$ cat config.mk
export PLATFORM = sky130hd
export DESIGN_NAME = alu_result_stage_flat
export DESIGN_NICKNAME = d
export VERILOG_FILES = /design/src/rtl/alu_result_stage_if.sv /design/src/rtl/alu_result_stage.sv /design/src/flat_wrapper.sv
export SDC_FILE = /design/constraint.sdc
export NUM_CORES = 1
export LEC_CHECK = 0
export ABC_CLOCK_PERIOD_IN_PS = 6100
export CORE_AREA = 2 2 93 95
export CTS_BUF_LIST = sky130_fd_sc_hd__clkbuf_16
export DETAILED_ROUTE_END_ITERATION = 7
export DIE_AREA = 0 0 95 97
export PLACE_DENSITY = 0.71
export SYNTH_ARGS = -nofsm -noshare
export SYNTH_HDL_FRONTEND = slang
export SYNTH_SLANG_ARGS = --single-unit
$ cat constraint.sdc
create_clock -name clk -period 6.1 [get_ports clk]
set_input_delay 1.22 -clock clk [delete_from_list [all_inputs] [get_ports clk]]
set_output_delay 1.22 -clock clk [all_outputs]
set_load 0.03 [all_outputs]
$ cat src/rtl/alu_result_stage_if.sv
// rtl/alu_result_stage_if.sv - handshake bundle between adder, result stage and Z register
// Purpose: carries the upstream adder result stream and the downstream buffered result.
// Signals:
//   in_valid/in_ready   upstream handshake
//   sum, co             adder sum and carry-out
//   a_msb, b_msb        operand sign bits as presented to the adder
//   out_valid/out_ready downstream handshake
//   z_out               buffered result
//   flag_z/n/c/v        zero, negative, carry, overflow flags of z_out
// Modports: slave = result stage, master = surrounding environment.
interface alu_result_stage_if #(
  parameter int WIDTH = 32
);
  logic             in_valid;
  logic             in_ready;
  logic [WIDTH-1:0] sum;
  logic             co;
  logic             a_msb;
  logic             b_msb;
  logic             out_valid;
  logic             out_ready;
  logic [WIDTH-1:0] z_out;
  logic             flag_z;
  logic             flag_n;
  logic             flag_c;
  logic             flag_v;

  modport slave (
    input  in_valid, sum, co, a_msb, b_msb, out_ready,
    output in_ready, out_valid, z_out, flag_z, flag_n, flag_c, flag_v
  );

  modport master (
    output in_valid, sum, co, a_msb, b_msb, out_ready,
    input  in_ready, out_valid, z_out, flag_z, flag_n, flag_c, flag_v
  );
endinterface

$ cat src/rtl/alu_result_stage.sv
// rtl/alu_result_stage.sv - two-entry result buffer with flag generation between adder and Z register
// Purpose: buffers adder results with zero/negative/carry (and optional overflow) flags
//   computed at push time; delivers them in order to the downstream consumer.
// Ports:
//   clk    sole clock, rising edge
//   reset  synchronous, active-high
//   bus    alu_result_stage_if.slave (input stream, output stream, flags)
// Parameters: WIDTH result width; DEPTH buffer entries (only 2 supported).
// Optional feature: define ALU_RESULT_OVF_EN to compute and store flag_v;
//   otherwise flag_v is tied to 0 and a_msb/b_msb are ignored.
module alu_result_stage #(
  parameter int WIDTH = 32,
  parameter int DEPTH = 2
) (
  input  logic              clk,
  input  logic              reset,
  alu_result_stage_if.slave bus
);

  logic [WIDTH-1:0] sum_q [DEPTH];
  logic             z_q   [DEPTH];
  logic             n_q   [DEPTH];
  logic             c_q   [DEPTH];
`ifdef ALU_RESULT_OVF_EN
  logic             v_q   [DEPTH];
  logic             v_in;
`endif

  logic       wr_ptr;
  logic       rd_ptr;
  logic [1:0] count;
  logic       push;
  logic       pop;

  // Both handshake outputs come straight from the occupancy register, so
  // out_ready never reaches in_ready combinationally. A full buffer refuses
  // a push even when it is being popped in the same cycle.
  assign bus.in_ready  = (count < 2'd2);
  assign bus.out_valid = (count != 2'd0);

  assign push = bus.in_valid && bus.in_ready;
  assign pop  = bus.out_valid && bus.out_ready;

`ifdef ALU_RESULT_OVF_EN
  // Signed overflow: like-signed operands producing a result of the other sign.
  assign v_in = (bus.a_msb == bus.b_msb) && (bus.sum[WIDTH-1] != bus.a_msb);
`else
  logic unused_msbs;
  assign unused_msbs = bus.a_msb ^ bus.b_msb;
`endif

  always_ff @(posedge clk) begin
    if (reset) begin
      wr_ptr <= 1'b0;
      rd_ptr <= 1'b0;
      count  <= 2'd0;
      for (int i = 0; i < DEPTH; i++) begin
        sum_q[i] <= '0;
        z_q[i]   <= 1'b0;
        n_q[i]   <= 1'b0;
        c_q[i]   <= 1'b0;
`ifdef ALU_RESULT_OVF_EN
        v_q[i]   <= 1'b0;
`endif
      end
    end else begin
      if (push) begin
        sum_q[wr_ptr] <= bus.sum;
        // Zero flag looks only at the sum; the carry-out is kept separately.
        z_q[wr_ptr]   <= (bus.sum == '0);
        n_q[wr_ptr]   <= bus.sum[WIDTH-1];
        c_q[wr_ptr]   <= bus.co;
`ifdef ALU_RESULT_OVF_EN
        v_q[wr_ptr]   <= v_in;
`endif
        wr_ptr <= ~wr_ptr;
      end
      if (pop) begin
        rd_ptr <= ~rd_ptr;
      end
      case ({push, pop})
        2'b10:   count <= count + 2'd1;
        2'b01:   count <= count - 2'd1;
        default: count <= count;
      endcase
    end
  end

  // Outputs are forced to zero whenever nothing is buffered so a consumer
  // never sees a stale entry.
  always_comb begin
    bus.z_out  = '0;
    bus.flag_z = 1'b0;
    bus.flag_n = 1'b0;
    bus.flag_c = 1'b0;
    bus.flag_v = 1'b0;
    if (bus.out_valid) begin
      bus.z_out  = sum_q[rd_ptr];
      bus.flag_z = z_q[rd_ptr];
      bus.flag_n = n_q[rd_ptr];
      bus.flag_c = c_q[rd_ptr];
`ifdef ALU_RESULT_OVF_EN
      bus.flag_v = v_q[rd_ptr];
`endif
    end
  end

endmodule

$ cat src/flat_wrapper.sv
// flat-port wrapper written by rule: the top's interface ports become plain ports
module alu_result_stage_flat 
#(
  parameter int WIDTH = 32,
  parameter int DEPTH = 2
)
  (clk, reset, bus_in_valid, bus_sum, bus_co, bus_a_msb, bus_b_msb, bus_out_ready, bus_in_ready, bus_out_valid, bus_z_out, bus_flag_z, bus_flag_n, bus_flag_c, bus_flag_v);
  alu_result_stage_if #(.WIDTH(WIDTH)) bus_i ();
  input  logic clk;
  input  logic reset;
  input wire logic [$bits(bus_i.in_valid)-1:0] bus_in_valid;
  input wire logic [$bits(bus_i.sum)-1:0] bus_sum;
  input wire logic [$bits(bus_i.co)-1:0] bus_co;
  input wire logic [$bits(bus_i.a_msb)-1:0] bus_a_msb;
  input wire logic [$bits(bus_i.b_msb)-1:0] bus_b_msb;
  input wire logic [$bits(bus_i.out_ready)-1:0] bus_out_ready;
  output wire logic [$bits(bus_i.in_ready)-1:0] bus_in_ready;
  output wire logic [$bits(bus_i.out_valid)-1:0] bus_out_valid;
  output wire logic [$bits(bus_i.z_out)-1:0] bus_z_out;
  output wire logic [$bits(bus_i.flag_z)-1:0] bus_flag_z;
  output wire logic [$bits(bus_i.flag_n)-1:0] bus_flag_n;
  output wire logic [$bits(bus_i.flag_c)-1:0] bus_flag_c;
  output wire logic [$bits(bus_i.flag_v)-1:0] bus_flag_v;
  assign bus_i.in_valid = bus_in_valid;
  assign bus_i.sum = bus_sum;
  assign bus_i.co = bus_co;
  assign bus_i.a_msb = bus_a_msb;
  assign bus_i.b_msb = bus_b_msb;
  assign bus_i.out_ready = bus_out_ready;
  assign bus_in_ready = bus_i.in_ready;
  assign bus_out_valid = bus_i.out_valid;
  assign bus_z_out = bus_i.z_out;
  assign bus_flag_z = bus_i.flag_z;
  assign bus_flag_n = bus_i.flag_n;
  assign bus_flag_c = bus_i.flag_c;
  assign bus_flag_v = bus_i.flag_v;
  alu_result_stage #(.WIDTH(WIDTH), .DEPTH(DEPTH)) u_core (.clk(clk), .reset(reset), .bus(bus_i));
endmodule
---- Word-level counts from Yosys, hierarchy flattened ----
Memories as Yosys holds them, arrays and structs flattened. A register that Yosys moved wholly into a read port is not among the register bits.
Cells that the tools add are included.
W data, S select, Z words.
word-level totals
  output and inout port bits .............. 38
  register bits ........................... 4
  bits in read-only memories .............. 0
  memory bits (writable) .................. 70
  bits of input ports ..................... 39
  latch bits .............................. 0
  memories kept ........................... 4
operators by class
  reduce and logical (&&, ||, !) cells .... 9
  divide/modulo/power cells ............... 0
  mux-type cells .......................... 30
  multipliers ............................. 0
  bitwise gates (word level) .............. 2
  add/sub/neg operators ................... 2
  magnitude comparators ................... 1
  shift-type cells ........................ 0
  equal/unequal tests ..................... 2
memories
  memory        depth  width  read ports  clocked after memory_dff  write ports  RTL line                source
  u_core.sum_q  2      32     1           1                         2            alu_result_stage.sv:20  logic [WIDTH-1:0] sum_q [DEPTH];
  u_core.c_q    2      1      1           1                         2            alu_result_stage.sv:23  logic c_q [DEPTH];
  u_core.n_q    2      1      1           1                         2            alu_result_stage.sv:22  logic n_q [DEPTH];
  u_core.z_q    2      1      1           1                         2            alu_result_stage.sv:21  logic z_q [DEPTH];
operators by type and width
  cell                   count
  $mux W32               2
  $logic_not A32 Y1      1
  $reduce_or A32 Y1      1
  $mux W1                27
  $pmux W2 S2            1
  $reduce_bool A2 Y1     2
  $reduce_or A1 Y1       3
  $add A2 B1 Y2 const B  1
  $eq A2 B1 Y1 const B   1
  $eq A2 B2 Y1 const B   1
  $logic_and A1 B1 Y1    2
  $lt A2 B2 Y1 const B   1
  $not A1 Y1             2
  $sub A2 B1 Y2 const B  1

---- Logic depth before layout (Yosys ltp) ----
  depth after elaboration ................. 7
  mapped depth ............................ 6
  gate-level depth less buffers ........... 6

---- Worst setup path after synthesis ----
Ideal clock, no wire load.
  kind .................................... input to register
  start point ............................. in bus_in_valid
  end point ............................... mem u_core.c_q[0] (enable)
  path slack .............................. 2657 ps
  data arrival time ....................... 3011 ps
  required time ........................... 5668 ps
  cell stages on the path ................. 3
  setup time .............................. 432 ps
  buffers on the path ..................... 1
  path through ............................ nand2b_4 -> buf_6 -> o21bai_1
RTL lines
  item             RTL line                source
  start, declared  flat_wrapper.sv:11      input wire logic [$bits(bus_i.in_valid)-1:0] bus_in_valid;
  end, declared    alu_result_stage.sv:23

==> impl_metrics.py <==
metrics = {
    "run_status": {
        "status": "finished, final reports clean",
    },
    "synth": {
        "synth_cells": 261,
        "synth_cell_type_count": 25,
        "synthTopCellsByArea": "edfxtp_1 60%, and2_1 12%, mux2i_1 10%",
        "synth_seq_area_share": 0.6345,
        "synth.most_common_cell": "edfxtp_1",
        "ys.flop_type": "edfxtp_1",
        "syn_nets": 301,
        "ys_warn_count": 0,
        "async_flop_share": 0,
        "synth.ff_latch_count": 73,
        "synth_edf_count": 68,
        "ys_top_cells_by_count": "68 x edfxtp_1, 66 x and2_1, 39 x nor2_1, 34 x mux2i_1, 10 x buf_2",
        "synth_top_area_cell": "edfxtp_1",
        "syn_avg_cell_area_um2": 12.93,
        "netlist_area_mm2": 0.003376,
        "synth_top_area_frac": 0.6049,
    },
    "timing": {
        "maxSlewViolCount": 0,
        "worstMarginPinSlew_ns": 1.100,
        "period_minus_slack_ns": 3.664,
        "max_slew_margin": 0.2645,
        "setup_viol": 0,
        "finalHoldViolations": 0,
        "timing.fmax_mhz": 272.9,
        "fin_tns_setup_ns": 0,
        "skew_ns": 0.003461,
        "rsz0062_at_grt": "no",
        "fin_crit_sh": 0.6007,
    },
    "hold_path": {
        "hold_path.class": "reg -> reg",
    },
    "worst_setup_path": {
        "r2r_slack_ns": 3.73,
        "crit_chain": "mux2i_1 -> nor2_1 -> clkdlybuf4s50_1",
        "worst_path_max_delay_cell": "dfxtp_2",
        "endpoint_kind": "output pin",
        "max_stage_delay_ns": 1.05,
        "critPathLaunchType": "flip-flop",
        "path_class": "reg -> out",
        "crit_arrival_ns": 2.44,
        "cp_max_fo": 34,
        "critical_path_required_ns": 4.88,
    },
    "global_route": {
        "grt_pass1_wl_mm": 10.78,
        "grt_pass1_vias": 2177,
        "overflow": 0,
        "grt_max_degree": 36,
        "grt_util_all_layers": 0.1567,
        "antenna_found_initial": 0,
    },
    "floorplanning": {
        "initial_utilization": 0.4150,
        "ios": 77,
        "rows": 33,
        "core_area_mm2": 0.008134,
        "die-area_mm2": 0.009215,
        "die_w_um": 95,
        "die_h_um": 97,
    },
    "flow_run": {
        "drv_cap": 0,
    },
    "detailed_routing": {
        "vias_per_cell": 4.836,
        "routed_wl_mm": 6.699,
        "dr.pass1.iters": 4,
        "drc": 0,
        "dr_total_vias": 2118,
        "ant_nets": 0,
        "wire_per_inst_um": 15.29,
        "drt_iter0_markers": 77,
    },
    "layout": {
        "areaGrowthSynthToFinish_pct": 33.91,
        "layout-drive-gt1-share": 0.07207,
        "layout.nets": 369,
        "antennaDiodeCount": 0,
    },
    "placement": {
        "io_buffers": 73,
        "place_hpwl_mm": 4.090,
        "place_congestion": 0.7432,
    },
    "cts": {
        "cts_tree": "built",
        "clk_pin_slew_worst_paths_ns": 0.05,
        "numCtsBuffers": 9,
        "clock_sinks": 73,
        "cts_buffer_depth": 2,
        "insertion_delay_ns": 0.33,
        "htree_levels": 3,
        "ctsResizeCount": 0,
        "ctsHoldBuffers": 0,
        "cts_root_buffer": "clkbuf_16",
        "cts_setup_buffers": 0,
    },
    "pwr": {
        "p_leak_nw": 1.624,
        "power_density_mw_per_mm2": 451.0,
        "fin_total_pwr_w": 0.002039,
        "vdd_ir_drop_max_mv": 0.3002,
    },
}
==> critical path: cells and delay by family (launching register included) <==
family        cells  cell delay (ns)
buf+inv           1             0.73
flops             1             1.05
mux               1             0.17
simple gates      1             0.16
==> state kept, by name, summed over array words and instances, names as in the netlist, named ones only <==
signal / count
u_core.sum_q: 64
u_core.wr_ptr: 1
u_core.c_q: 2
u_core.z_q: 2
u_core.count: 2
u_core.rd_ptr: 1
==> power breakdown <==
| part | switching, W | internal [W] |
|---|---|---|
| sequential | 0.0000770 | 0.000653 |
| clock | 0.000188 | 0.000437 |
| combinational | 0.000394 | 0.000291 |
==> path summary, 6_finish.rpt <==
path / start / cells after the start / to
min: u_core.rd_ptr / 2 / u_core.rd_ptr
min reg2reg: u_core.rd_ptr / 2 / u_core.rd_ptr
max: flip-flop / 3 / bus_z_out[31]
max reg2reg: u_core.wr_ptr / 3 / u_core.sum_q[1][27]
==> kinds of logic after synthesis <==
family,after synthesis,synth area share
simple gates,124,0.2109
buf+inv,20,0.03187
compound gates,4,0.006671
fa+ha+maj,1,0.003706
other cells,1,0.001111
flops,73,0.6345
mux,34,0.1008
xor+xnor,4,0.01038
==> per-stage QoR <==
step / cell area [um2] / hold WS [ns] / std cells / worst slack, ns / util
4_1_cts: 4521 / 0.5082 / 438 / 2.396 / 0.5558
5_1_grt: 4521 / 0.5454 / 438 / 2.309 / 0.5558
6_report: 4521 / 0.5101 / 438 / 2.436 / 0.5558
3_3_place_gp: 4164 / 0.4919 / 423 / 2.261 / 0.5119
2_1_floorplan: 3376 / 0.4725 / 261 / 2.657 / -
3_5_place_dp: 4164 / 0.4944 / 423 / 2.253 / 0.5119
==> cells in the final DEF, fill, tap and decap left out, drive strengths merged <==
cell type,n
a21oi,1
and2,66
buf,1
bufinv,4
clkbuf,9
clkdlybuf4s50,73
clkinv,1
clkinvlp,1
conb,1
dfxtp,5
edfxtp,68
ha,1
inv,3
mux2i,34
nand2b,2
nand4,2
nor2,40
nor3,2
nor4,9
o21ai,2
o21bai,1
or2,1
or3,2
xnor2,1
xor2,3
==> routing by layer <==
| metal | part of all wire | GRT usage | vias to the layer above |
|---|---|---|---|
| li1 | - | - | 1046 |
| met1 | 0.43 | 0.1862 | 1013 |
| met2 | 0.50 | 0.2630 | 47 |
| met3 | 0.047 | 0.03427 | 12 |
| met4 | 0.019 | 0.08027 | 0 |
| met5 | 0 | 0 | - |
==> cell type report <==
type                            instances  area [um2]
Sequential cell                        73        2143
Multi-Input combinational cell        168        1140
Clock inverter                          6       131.4
Fill cell                             672        3613
Clock buffer                            9       225.2
Inverter                                3       11.26
Timing Repair Buffer                   74       738.2
Tap cell                              105       131.4
Power figures use the tool's default switching activity.
